$ cat src/rtl/mbist_alg_scheduler.sv
// MBIST algorithm scheduler: runs each selected algorithm on the controller in turn and collects per-algorithm fail results.
// Optional watchdog on each run is enabled by defining MBIST_SCHED_WDOG_EN.
module mbist_alg_scheduler #(
    parameter int ALGNUM  = 3,
    parameter int RST_CYC = 4,
    parameter int WDOG_W  = 16
) (
    input  logic              bist_clk,
    input  logic              rst_h,
    input  logic              start_h,
    input  logic [ALGNUM:0]   alg_mask,
    input  logic              tst_done,
    input  logic              fail_h,
    output logic              test_h,
    output logic              ctl_rst_l,
    output logic [ALGNUM:0]   tst_algsel,
    output logic              busy,
    output logic              sess_done,
    output logic [ALGNUM:0]   fail_map,
    output logic              timeout_err
);

    typedef logic [ALGNUM:0] vec_t;
    typedef enum logic [2:0] {S_IDLE, S_RST, S_RUN, S_LOG, S_DONE} state_t;

    if (RST_CYC < 1 || RST_CYC > 15 || WDOG_W < 2) begin : g_param_check
        $error("mbist_alg_scheduler: illegal RST_CYC or WDOG_W");
    end

    state_t     state_q, state_d;
    vec_t       pend_q, pend_d;
    vec_t       cur_q, cur_d;
    vec_t       fmap_q, fmap_d;
    vec_t       algsel_q, algsel_d;
    logic [3:0] rcnt_q, rcnt_d;
    logic       test_q, test_d;
    logic       ctl_q, ctl_d;
    logic       busy_q, busy_d;
    logic       done_q, done_d;
`ifdef MBIST_SCHED_WDOG_EN
    logic [WDOG_W-1:0] wdog_q, wdog_d;
    logic              wdog_term;
    logic              tmo_q, tmo_d;
`endif

    function automatic vec_t lowest(input vec_t v);
        return v & (~v + vec_t'(1));
    endfunction

    always_comb begin
        state_d = state_q;
        pend_d  = pend_q;
        cur_d   = cur_q;
        fmap_d  = fmap_q;
        rcnt_d  = rcnt_q;
`ifdef MBIST_SCHED_WDOG_EN
        tmo_d     = tmo_q;
        wdog_d    = '0;
        wdog_term = &(wdog_q + WDOG_W'(1));
        if (state_q == S_RUN) wdog_d = wdog_q + WDOG_W'(1);
`endif
        case (state_q)
            S_IDLE, S_DONE: begin
                if (start_h) begin
                    fmap_d = '0;
`ifdef MBIST_SCHED_WDOG_EN
                    tmo_d  = 1'b0;
`endif
                    rcnt_d = '0;
                    if (alg_mask != '0) begin
                        pend_d  = alg_mask;
                        cur_d   = lowest(alg_mask);
                        state_d = S_RST;
                    end else begin
                        pend_d  = '0;
                        cur_d   = '0;
                        state_d = S_DONE;
                    end
                end
            end
            S_RST: begin
                if (rcnt_q == 4'(RST_CYC - 1)) begin
                    rcnt_d  = '0;
                    state_d = S_RUN;
                end else begin
                    rcnt_d = rcnt_q + 4'd1;
                end
            end
            S_RUN: begin
                if (fail_h) fmap_d = fmap_q | cur_q;
                if (tst_done) begin
                    state_d = S_LOG;
                end
`ifdef MBIST_SCHED_WDOG_EN
                else if (wdog_term) begin
                    fmap_d  = fmap_q | cur_q;
                    tmo_d   = 1'b1;
                    state_d = S_LOG;
                end
`endif
            end
            S_LOG: begin
                pend_d = pend_q & ~cur_q;
                rcnt_d = '0;
                if (pend_d != '0) begin
                    cur_d   = lowest(pend_d);
                    state_d = S_RST;
                end else begin
                    cur_d   = '0;
                    state_d = S_DONE;
                end
            end
            default: state_d = S_IDLE;
        endcase

        // Outputs are decoded from the next state so they leave the flops aligned with the state.
        test_d   = (state_d == S_RUN);
        ctl_d    = (state_d != S_RST);
        busy_d   = (state_d == S_RST) || (state_d == S_RUN) || (state_d == S_LOG);
        done_d   = (state_d == S_DONE);
        algsel_d = busy_d ? cur_d : '0;
    end

    always_ff @(posedge bist_clk or posedge rst_h) begin
        if (rst_h) begin
            state_q  <= S_IDLE;
            pend_q   <= '0;
            cur_q    <= '0;
            fmap_q   <= '0;
            rcnt_q   <= '0;
            algsel_q <= '0;
            test_q   <= 1'b0;
            ctl_q    <= 1'b0;
            busy_q   <= 1'b0;
            done_q   <= 1'b0;
`ifdef MBIST_SCHED_WDOG_EN
            wdog_q   <= '0;
            tmo_q    <= 1'b0;
`endif
        end else begin
            state_q  <= state_d;
            pend_q   <= pend_d;
            cur_q    <= cur_d;
            fmap_q   <= fmap_d;
            rcnt_q   <= rcnt_d;
            algsel_q <= algsel_d;
            test_q   <= test_d;
            ctl_q    <= ctl_d;
            busy_q   <= busy_d;
            done_q   <= done_d;
`ifdef MBIST_SCHED_WDOG_EN
            wdog_q   <= wdog_d;
            tmo_q    <= tmo_d;
`endif
        end
    end

    assign test_h     = test_q;
    assign ctl_rst_l  = ctl_q;
    assign tst_algsel = algsel_q;
    assign busy       = busy_q;
    assign sess_done  = done_q;
    assign fail_map   = fmap_q;
`ifdef MBIST_SCHED_WDOG_EN
    assign timeout_err = tmo_q;
`else
    assign timeout_err = 1'b0;
`endif

endmodule

$ cat config.mk
export PLATFORM = sky130hd
export DESIGN_NAME = mbist_alg_scheduler
export DESIGN_NICKNAME = d
export VERILOG_FILES = /design/src/rtl/mbist_alg_scheduler.sv
export SDC_FILE = /design/constraint.sdc
export NUM_CORES = 1
export LEC_CHECK = 0
export BUFFER_PORTS_ARGS = -buffer_cell sky130_fd_sc_hd__buf_2
export CORE_MARGIN = 10
export CORE_UTILIZATION = 35
export DETAILED_ROUTE_END_ITERATION = 6
export HOLD_SLACK_MARGIN = 0.08
export SYNTH_ARGS = -nofsm -noshare
export SYNTH_HDL_FRONTEND = slang
export SYNTH_SLANG_ARGS = --single-unit
$ cat constraint.sdc
create_clock -name bist_clk -period 1.7 [get_ports bist_clk]
set_input_delay 0.34 -clock bist_clk [delete_from_list [all_inputs] [get_ports bist_clk]]
set_output_delay 0.34 -clock bist_clk [all_outputs]
set_load 0.02 [all_outputs]
==> flow_summary.yaml, run 1 <==
run_status:
  status: "complete, no violations"
clocking:
  cts_setup_buffers: 0
  cts_root_buf: "clkbuf_4"
  cts_sinks: 27
  insertion_delay_ns: 0.33
  clk_pin_slew_ns: 0.16
  cts_buffers: 3
  clock_path_buffers: 2
  htree_levels: 1
  cts_tree: "yes"
critical_path:
  cp_max_fo: 6
  crit_start: "state_q[1]"
  cp_top_family: "simple AND/OR/NAND/NOR gates"
  end_kind: "flop"
  path_depth: 4
  required_ns: 1.94
  cp-start-kind: "flop"
  r2r_end: "tst_algsel[2]"
  path_buf_inv: 0
  slowest_delay_ns: 0.49
  arrival_ns: 1.82
  crit_chain: "nor3b_4 -> nor2_1 -> a221o_1 -> and2_1"
  r2r-start: "state_q[1]"
  rr_worst_depth: 4
  reg2reg_slack_ns: 0.12
  crit_path_top_delay_cell: "dfrtp_1"
  critPathKind: "flop to flop"
  endpoint: "tst_algsel[2]"
synth:
  synth-compound-area-share_pct: 13.8
  synth_fa_ha_area_share_pct: 1.04
  yosysSeqAreaShare_pct: 56.4
  yosys.area.top_type: "dfrtp_1"
  synth_area_um2: 1200
  ys_ff_latch: 27
  synth-simple-area-share_pct: 25.2
  synth_xor_area_share_pct: 0.731
  synth_common_cells: "27 x dfrtp_1, 12 x nor2_1, 11 x nand2_1, 7 x o21ai_0, 6 x a21oi_1"
  async_flop_share_pct: 100
  synth_edf_count: 0
  yosysMostFrequentCell: "dfrtp_1"
  synth_top_family_by_area: "simple AND/OR/NAND/NOR gates"
  synth.avg_cell_area_um2: 10.3
  synth_ff_type: "dfrtp_1"
  synth_warnings: 0
  synth.area.mux_share_pct: 0
  synth_nets: 126
  synth_cells: 116
  ys_types: 33
  synth.area.top_cells: "dfrtp_1 56%, nor2_1 3.8%, nand2_1 3.4%, o21ai_0 2.9%, nor2b_1 2.6%"
  netlist.area_leader.share_pct: 56.4
power:
  p_comb_share_pct: 42.9
  p_clk_share_pct: 12.7
  totalPowerFinal_mw: 2.29
  seqPwrFrac_pct: 44.4
  power.density_nw_per_um2: 1570
  leakage_nw: 0.735
  power.switching_uw: 939
  intPower_mw: 1.35
  swShare_pct: 41.0
  ir_worst_vdd_uv: 517
sta:
  skew_ns: 0.00794
  timing.fmax_ghz: 0.634
  setup_viol: 0
  fin_setup_tns_ns: 0
  slew_viol_final: 0
  hold_viol: 0
  rsz0062_at_grt: "no"
  min_period_over_period_pct: 92.7
  worst_slew_margin_rel_pct: 64.4
  tightest_slew_ns: 0.533
  fin_crit_ns: 1.58
die:
  core-area_um2: 3310
  ioPinCount: 22
  die_w_um: 78.5
  die_h_um: 78.5
  die_area_um2: 6170
  rows: 21
  start_util_pct: 36.2
final_layout:
  drive_gt1_share_pct: 24.0
  fin_nets: 157
  diodes: 0
  fill_cells: 325
  design_area_um2: 1460
  area_growth_syn_to_layout_pct: 21.8
placement:
  place_area_um2: 1410
  dpl.hpwl_mm: 2.00
  gp_congestion: 0.880
  io_buffers: 20
global_route:
  grt_max_degree: 28
  antenna_found_initial: 0
  grt_first_pass_wirelength_mm: 4.62
  overflow: 0
  grt_pass1_vias: 1013
  gr-usage-all-layers_pct: 8.98
detailed_routing:
  ant_nets: 0
  first_pass_iters: 4
  drt_iter0_drc: 60
  vias: 963
  wirelength_mm: 2.65
  wl_per_cell_um: 13.8
  drc: 0
  via_per_inst: 5.02
min_path:
  hold_class: "primary input to flop"
run:
  cap_violations: 0
## tightest hold or removal path: cells and delay by family
family        cells  cell delay, ns
simple gates      2            0.10
buf+inv           1            0.10
## power groups by stage
| stage | registers (mW) | logic (mW) | clock network [mW] |
|---|---|---|---|
| after CTS | 1.01 | 0.982 | 0.296 |
| after detailed placement | 1.02 | 0.977 | 0 |
| after global placement | 1.02 | 0.955 | 0 |
| final | 1.02 | 0.983 | 0.290 |
| after floorplan | 1.10 | 0.531 | 0 |
| after global routing | 1.05 | 1.11 | 0.327 |
## registers in the layout, summed over array words and instances (netlist names)
register    count
rcnt_q          4
busy            1
fail_map        4
sess_done       1
test_h          1
state_q         3
pend_q          4
tst_algsel      4
cur_q           4
ctl_rst_l       1
## layer usage
layer  routed length (um)  up-vias  part of all wire [%]  track usage (%)
met5                    0        -                     0                0
met4                   89        0                   3.4             5.73
met3                  121        8                   4.6             1.94
met2                 1270       22                    48             14.6
met1                 1160      465                    44             10.5
li1                     -      468                     -                -
## cell usage in the layout, fill, tap and decap left out, types with 4 or more instances in the layout
master	Yosys	layout
a21oi_1	6	6
and2_1	4	4
buf_2	1	20
buf_4	1	6
dfrtp_1	27	27
inv_1	5	5
nand2_1	11	11
nor2_1	12	12
nor2b_1	5	5
o21ai_0	7	7
## metrics by stage
step | hold WS, ns | setup slack (ns) | cells | util (%)
2_1_floorplan | 0.393 | 0.196 | 116 | -
3_3_place_gp | 0.410 | 0.0698 | 187 | 42.6
3_5_place_dp | 0.419 | 0.0817 | 187 | 42.6
4_1_cts | 0.218 | 0.0321 | 192 | 43.7
5_1_grt | 0.223 | 0.00597 | 192 | 44.1
6_report | 0.219 | 0.124 | 192 | 44.1
## what timing repair did
item	4_1_cts	5_1_grt
resized for setup	0	2
hold buffers	1	0
setup endpoints to repair	0	4
hold endpoints to repair	27	0
## cell type report
type	count	area, um2	area share, %
clock inverter	1	5.00	0.343
clock buffer	3	22.5	1.54
sequential	27	676	46.3
timing repair buffer	28	175	12.0
inverter	5	18.8	1.29
tap	46	57.6	3.94
multi-input combinational	82	505	34.6
## worst min path at each step
stage,endpoint,slack [ns],cells after the start,start
5_1_grt,pend_q[3],0.22,3,alg_mask[3]
2_1_floorplan,busy,0.39,1,rst_h
4_1_cts,pend_q[3],0.22,3,alg_mask[3]
3_5_place_dp,rcnt_q[1],0.42,3,rst_h
3_3_place_gp,rcnt_q[3],0.41,3,rst_h
6_report,pend_q[3],0.22,3,alg_mask[3]
## kinds of logic after synthesis
logic type | Yosys count
buffers and inverters | 7
AO/OA/AOI/OAI | 25
AND/OR/NAND/NOR | 54
flip-flops | 27
adder cells (fa/ha/maj) | 1
XOR/XNOR | 1
other | 1
No activity file was read; power rests on OpenSTA's default activity.
==> inputs of run 2 (changes only) <==
--- a/config.mk
+++ b/config.mk
@@ -6,10 +6,11 @@
 export NUM_CORES = 1
 export LEC_CHECK = 0
 export BUFFER_PORTS_ARGS = -buffer_cell sky130_fd_sc_hd__buf_2
+export CAP_MARGIN = 25
+export CORE_ASPECT_RATIO = 0.6
 export CORE_MARGIN = 10
 export CORE_UTILIZATION = 35
 export DETAILED_ROUTE_END_ITERATION = 6
-export HOLD_SLACK_MARGIN = 0.08
 export SYNTH_ARGS = -nofsm -noshare
 export SYNTH_HDL_FRONTEND = slang
 export SYNTH_SLANG_ARGS = --single-unit
==> run 2 against run 1 <==
Effect of this change:
- sequential power barely moved
- core utilization rose by 0.49 points
- clock skew fell by 0.0062 ns
- via count rose by 2.2%
- die area rose by 1.2%
- largest power group is now combinational logic
- highest routed layer unchanged
==> flow_summary.yaml, run 2 (same netlist as run 1, synthesis figures left out) <==
run_status:
  status: "complete, no violations"
sta:
  setup_viol: 0
  fin_ws_ns: 0.0674
  hold_viol: 0
  fin_setup_tns_ns: 0
  timing.fmax_ghz: 0.613
  fin_crit_ns: 1.63
  slew_viol_final: 0
  skew_ns: 0.00170
  rsz0062_at_grt: "no"
  min_period_over_period_pct: 96.0
  holdWs_ns: 0.112
critical_path:
  critPathKind: "flop to flop"
  reg2reg_slack_ns: 0.07
  rr_worst_depth: 4
  r2r-start: "state_q[2]"
  end_kind: "flop"
  required_ns: 1.92
  r2r_end: "tst_algsel[1]"
  cp-start-kind: "flop"
  arrival_ns: 1.86
  cp_max_fo: 7
detailed_routing:
  drt_iter0_drc: 125
  first_pass_iters: 4
  wirelength_mm: 3.00
  wl_per_cell_um: 15.7
  ant_nets: 0
  drc: 0
  vias: 984
  via_per_inst: 5.15
final_layout:
  final_core_util_pct: 44.6
  multi_input_area_um2: 499
  fill_cells: 313
  area_growth_syn_to_layout_pct: 21.4
  diodes: 0
  final_cells: 191
  drive_gt1_share_pct: 24.0
  layout_commonest_cell: "dfrtp_1"
  regArea_um2: 676
  most-common-layout-cells: "27 x dfrtp_1, 20 x buf_2, 12 x nor2_1, 11 x nand2_1, 8 x buf_4"
  design_area_um2: 1460
  fin_nets: 157
die:
  die_w_um: 95.6
  ioPinCount: 22
  core-area_um2: 3260
  start_util_pct: 36.7
  die_h_um: 65.3
  rows: 16
  die_area_um2: 6240
global_route:
  use_met3_pct: 5.56
  grtUsageMet2_pct: 12.3
  overflow: 0
  grt_first_pass_wirelength_mm: 4.91
  grt_use_met1_pct: 14.2
  grt_max_degree: 28
  antenna_found_initial: 0
  gr-usage-all-layers_pct: 10.3
  busiest_layer: "met1"
  grt_pass1_vias: 958
placement:
  io_buffers: 20
  place_area_um2: 1400
  dp_cells: 186
  gp_congestion: 0.911
  dpl.hpwl_mm: 2.23
  place_worst_setup_slack_ns: 0.0820
clocking:
  clk_pin_slew_ns: 0.09
  htree_levels: 1
  insertion_delay_ns: 0.28
  cts_sinks: 27
  cts_hold_buf: 0
  cts_buffers: 3
  clock_path_buffers: 2
  cts_root_buf: "clkbuf_8"
  cts_tree: "yes"
run:
  cap_violations: 0
power:
  power.density_nw_per_um2: 1660
  leakage_nw: 0.737
  ir_worst_vdd_uv: 765
  totalPowerFinal_mw: 2.42
min_path:
  hold_class: "primary input to async pin"
==> run 2: changes by cell type in the layout (fill, tap and decap cells not counted), sizes merged <==
cell	change
buf	+1
clkbuf	+1
clkinv	-1
dlygate4sd3	-1
==> run 2: how the worst max path moves through the flow <==
stage / from / endpoint / slack, ns
final: state_q[2] / tst_algsel[1] / 0.07
after global routing: state_q[0] / tst_algsel[2] / 0.01
after CTS: pend_q[0] / tst_algsel[2] / 0.07
after detailed placement: pend_q[0] / tst_algsel[2] / 0.08
after global placement: state_q[2] / tst_algsel[1] / 0.1
after floorplan: state_q[1] / tst_algsel[2] / 0.20
==> run 2: what timing repair did <==
item                                    4_1_cts  5_1_grt
gates resized for setup                       0        1
endpoints found under the setup margin        0        4
setup buffers                                 0        1
==> run 2: routing by layer <==
metal,part of all wire [%],vias up
met5,0,-
met4,1.9,0
met3,9.9,5
met2,39,32
met1,50,473
li1,-,474
==> run 2: final cells by class <==
class                           instances  area share [%]
Sequential cell                        27            46.4
Timing Repair Buffer                   28            11.0
Clock buffer                            4            3.10
Tap cell                               45            3.87
Inverter                                5            1.29
Multi-Input combinational cell         82            34.3
==> run 2: worst max-delay path: stages (launching register included) <==
cell and delay, ns:
dfrtp_1 0.43, nand3b_2 0.31, or4b_1 0.54, o221ai_1 0.12, and2_1 0.17
==> run 2: where the power goes <==
group | internal [mW] | switching [mW]
registers | 0.861 | 0.157
clock network | 0.169 | 0.203
logic | 0.401 | 0.628
total | 1.43 | 0.988
==> inputs of run 3 (changes only) <==
--- a/config.mk
+++ b/config.mk
@@ -7,9 +7,8 @@
 export LEC_CHECK = 0
 export BUFFER_PORTS_ARGS = -buffer_cell sky130_fd_sc_hd__buf_2
 export CAP_MARGIN = 25
-export CORE_ASPECT_RATIO = 0.6
 export CORE_MARGIN = 10
-export CORE_UTILIZATION = 35
+export CORE_UTILIZATION = 30
 export DETAILED_ROUTE_END_ITERATION = 6
 export SYNTH_ARGS = -nofsm -noshare
 export SYNTH_HDL_FRONTEND = slang
==> run 3 against run 2 <==
Effect of this change:
- maximum frequency increased by 4.3%
- combinational power down 9%
- final cell count increased by 1.0%
- largest cell class unchanged
- highest routed layer unchanged
==> flow_summary.yaml, run 3 (same netlist as run 1, synthesis figures left out) <==
run:
  cap_violations: 0
power:
  power.density_nw_per_um2: 1600
  p_clk_share_pct: 16.0
  seqPwrFrac_pct: 44.0
  p_comb_share_pct: 40.1
  intPower_mw: 1.41
  swShare_pct: 40.0
  leakage_nw: 0.731
  ir_worst_vdd_uv: 400
  power.switching_uw: 936
sta:
  hold_viol: 0
  fin_crit_ns: 1.57
  min_period_over_period_pct: 92.1
  fin_setup_tns_ns: 0
  rsz0062_at_grt: "no"
  fin_ws_ns: 0.135
  skew_ns: 0.00901
  timing.fmax_ghz: 0.639
  slew_viol_final: 0
  setup_viol: 0
clocking:
  clk_pin_slew_ns: 0.10
  cts_buffers: 3
  cts_root_buf: "clkbuf_8"
  cts_tree: "yes"
  cts_sinks: 27
  clock_path_buffers: 2
  insertion_delay_ns: 0.28
  htree_levels: 1
  cts_hold_buf: 0
final_layout:
  most-common-layout-cells: "27 x dfrtp_1, 20 x buf_2, 12 x nor2_1, 11 x nand2_1"
  diodes: 0
  drive_gt1_share_pct: 24.1
  fin_nets: 156
  layout_commonest_cell: "dfrtp_1"
  final_cells: 193
  final_core_util_pct: 38.8
  area_growth_syn_to_layout_pct: 21.9
detailed_routing:
  via_per_inst: 4.91
  wl_per_cell_um: 14.1
  drc: 0
  drt_iter0_drc: 33
  wirelength_mm: 2.72
  ant_nets: 0
  first_pass_iters: 4
  vias: 947
placement:
  dp_cells: 189
  gp_congestion: 0.923
  place_worst_setup_slack_ns: 0.112
  io_buffers: 20
  dpl.hpwl_mm: 2.05
critical_path:
  critPathKind: "flop to flop"
  cp_max_fo: 6
  cp-start-kind: "flop"
  end_kind: "flop"
  arrival_ns: 1.75
  required_ns: 1.88
die:
  start_util_pct: 31.8
  die_area_um2: 6920
  core-area_um2: 3770
  die_w_um: 83.2
  ioPinCount: 22
  die_h_um: 83.2
  rows: 22
global_route:
  grt_pass1_vias: 942
  antenna_found_initial: 0
  overflow: 0
  gr-usage-all-layers_pct: 7.85
  grt_max_degree: 28
  grt_first_pass_wirelength_mm: 4.62
run_status:
  status: "complete, no violations"
min_path:
  hold_class: "primary input to async pin"
run 3: cell count changes in the layout (fill, tap and decap cells not counted), sizes merged:
cell,delta
clkbuf,-1
buf,-1
clkinvlp,+1
run 3: per-stage QoR:
stage | instance area, um2 | hold WS (ns) | power [mW]
final | 1460 | 0.108 | 2.34
after global routing | 1460 | 0.131 | 2.54
after CTS | 1450 | 0.118 | 2.34
after global placement | 1400 | 0.414 | 1.96
after detailed placement | 1400 | 0.425 | 1.96
after floorplan | 1200 | 0.393 | 1.64
run 3: what timing repair did:
item | in CTS | in global routing
gates resized for setup | 0 | 2
buffers inserted | 0 | 0
setup endpoints to repair | 0 | 4
run 3: critical path, stage by stage (launching register included):
cell     delay [ns]
dfrtp_1        0.50
and3b_1        0.32
nor2_1         0.14
a221o_1        0.38
and2_1         0.14
run 3: final cells by class:
| cell class | count | area [um2] |
|---|---|---|
| Clock buffer | 3 | 41.3 |
| Clock inverter | 1 | 7.51 |
| Fill cell | 368 | 2310 |
| Inverter | 5 | 18.8 |
| Multi-Input combinational cell | 82 | 505 |
| Sequential cell | 27 | 676 |
| Tap cell | 48 | 60.1 |
| Timing Repair Buffer | 27 | 153 |
run 3: power groups by stage:
stage | clock [mW] | sequential, mW | combinational (mW)
after floorplan | 0 | 1.10 | 0.531
after global placement | 0 | 1.03 | 0.930
after detailed placement | 0 | 1.03 | 0.937
after CTS | 0.389 | 1.02 | 0.935
after global routing | 0.421 | 1.06 | 1.06
final | 0.374 | 1.03 | 0.938
run 3: worst paths after layout:
check | start | endpoint | slack, ns | cells after the start
worst max-delay path | state_q[1] | tst_algsel[2] | 0.13 | 4
worst min-delay path | rst_h | tst_algsel[2] | 0.11 | 3
worst max register to register | state_q[1] | tst_algsel[2] | 0.13 | 4
worst min register to register | pend_q[2] | pend_q[2] | 0.51 | 1
max in group asynchronous | rst_h | rcnt_q[3] | 1.32 | 3
min in group bist_clk | alg_mask[3] | pend_q[3] | 0.29 | 3
run 3: per-layer routing:
layer | track usage (%) | routed length (um)
met4 | 4.15 | 54
met3 | 1.37 | 93
met2 | 12.2 | 1280
met1 | 10.0 | 1290
met5 | 0 | 0
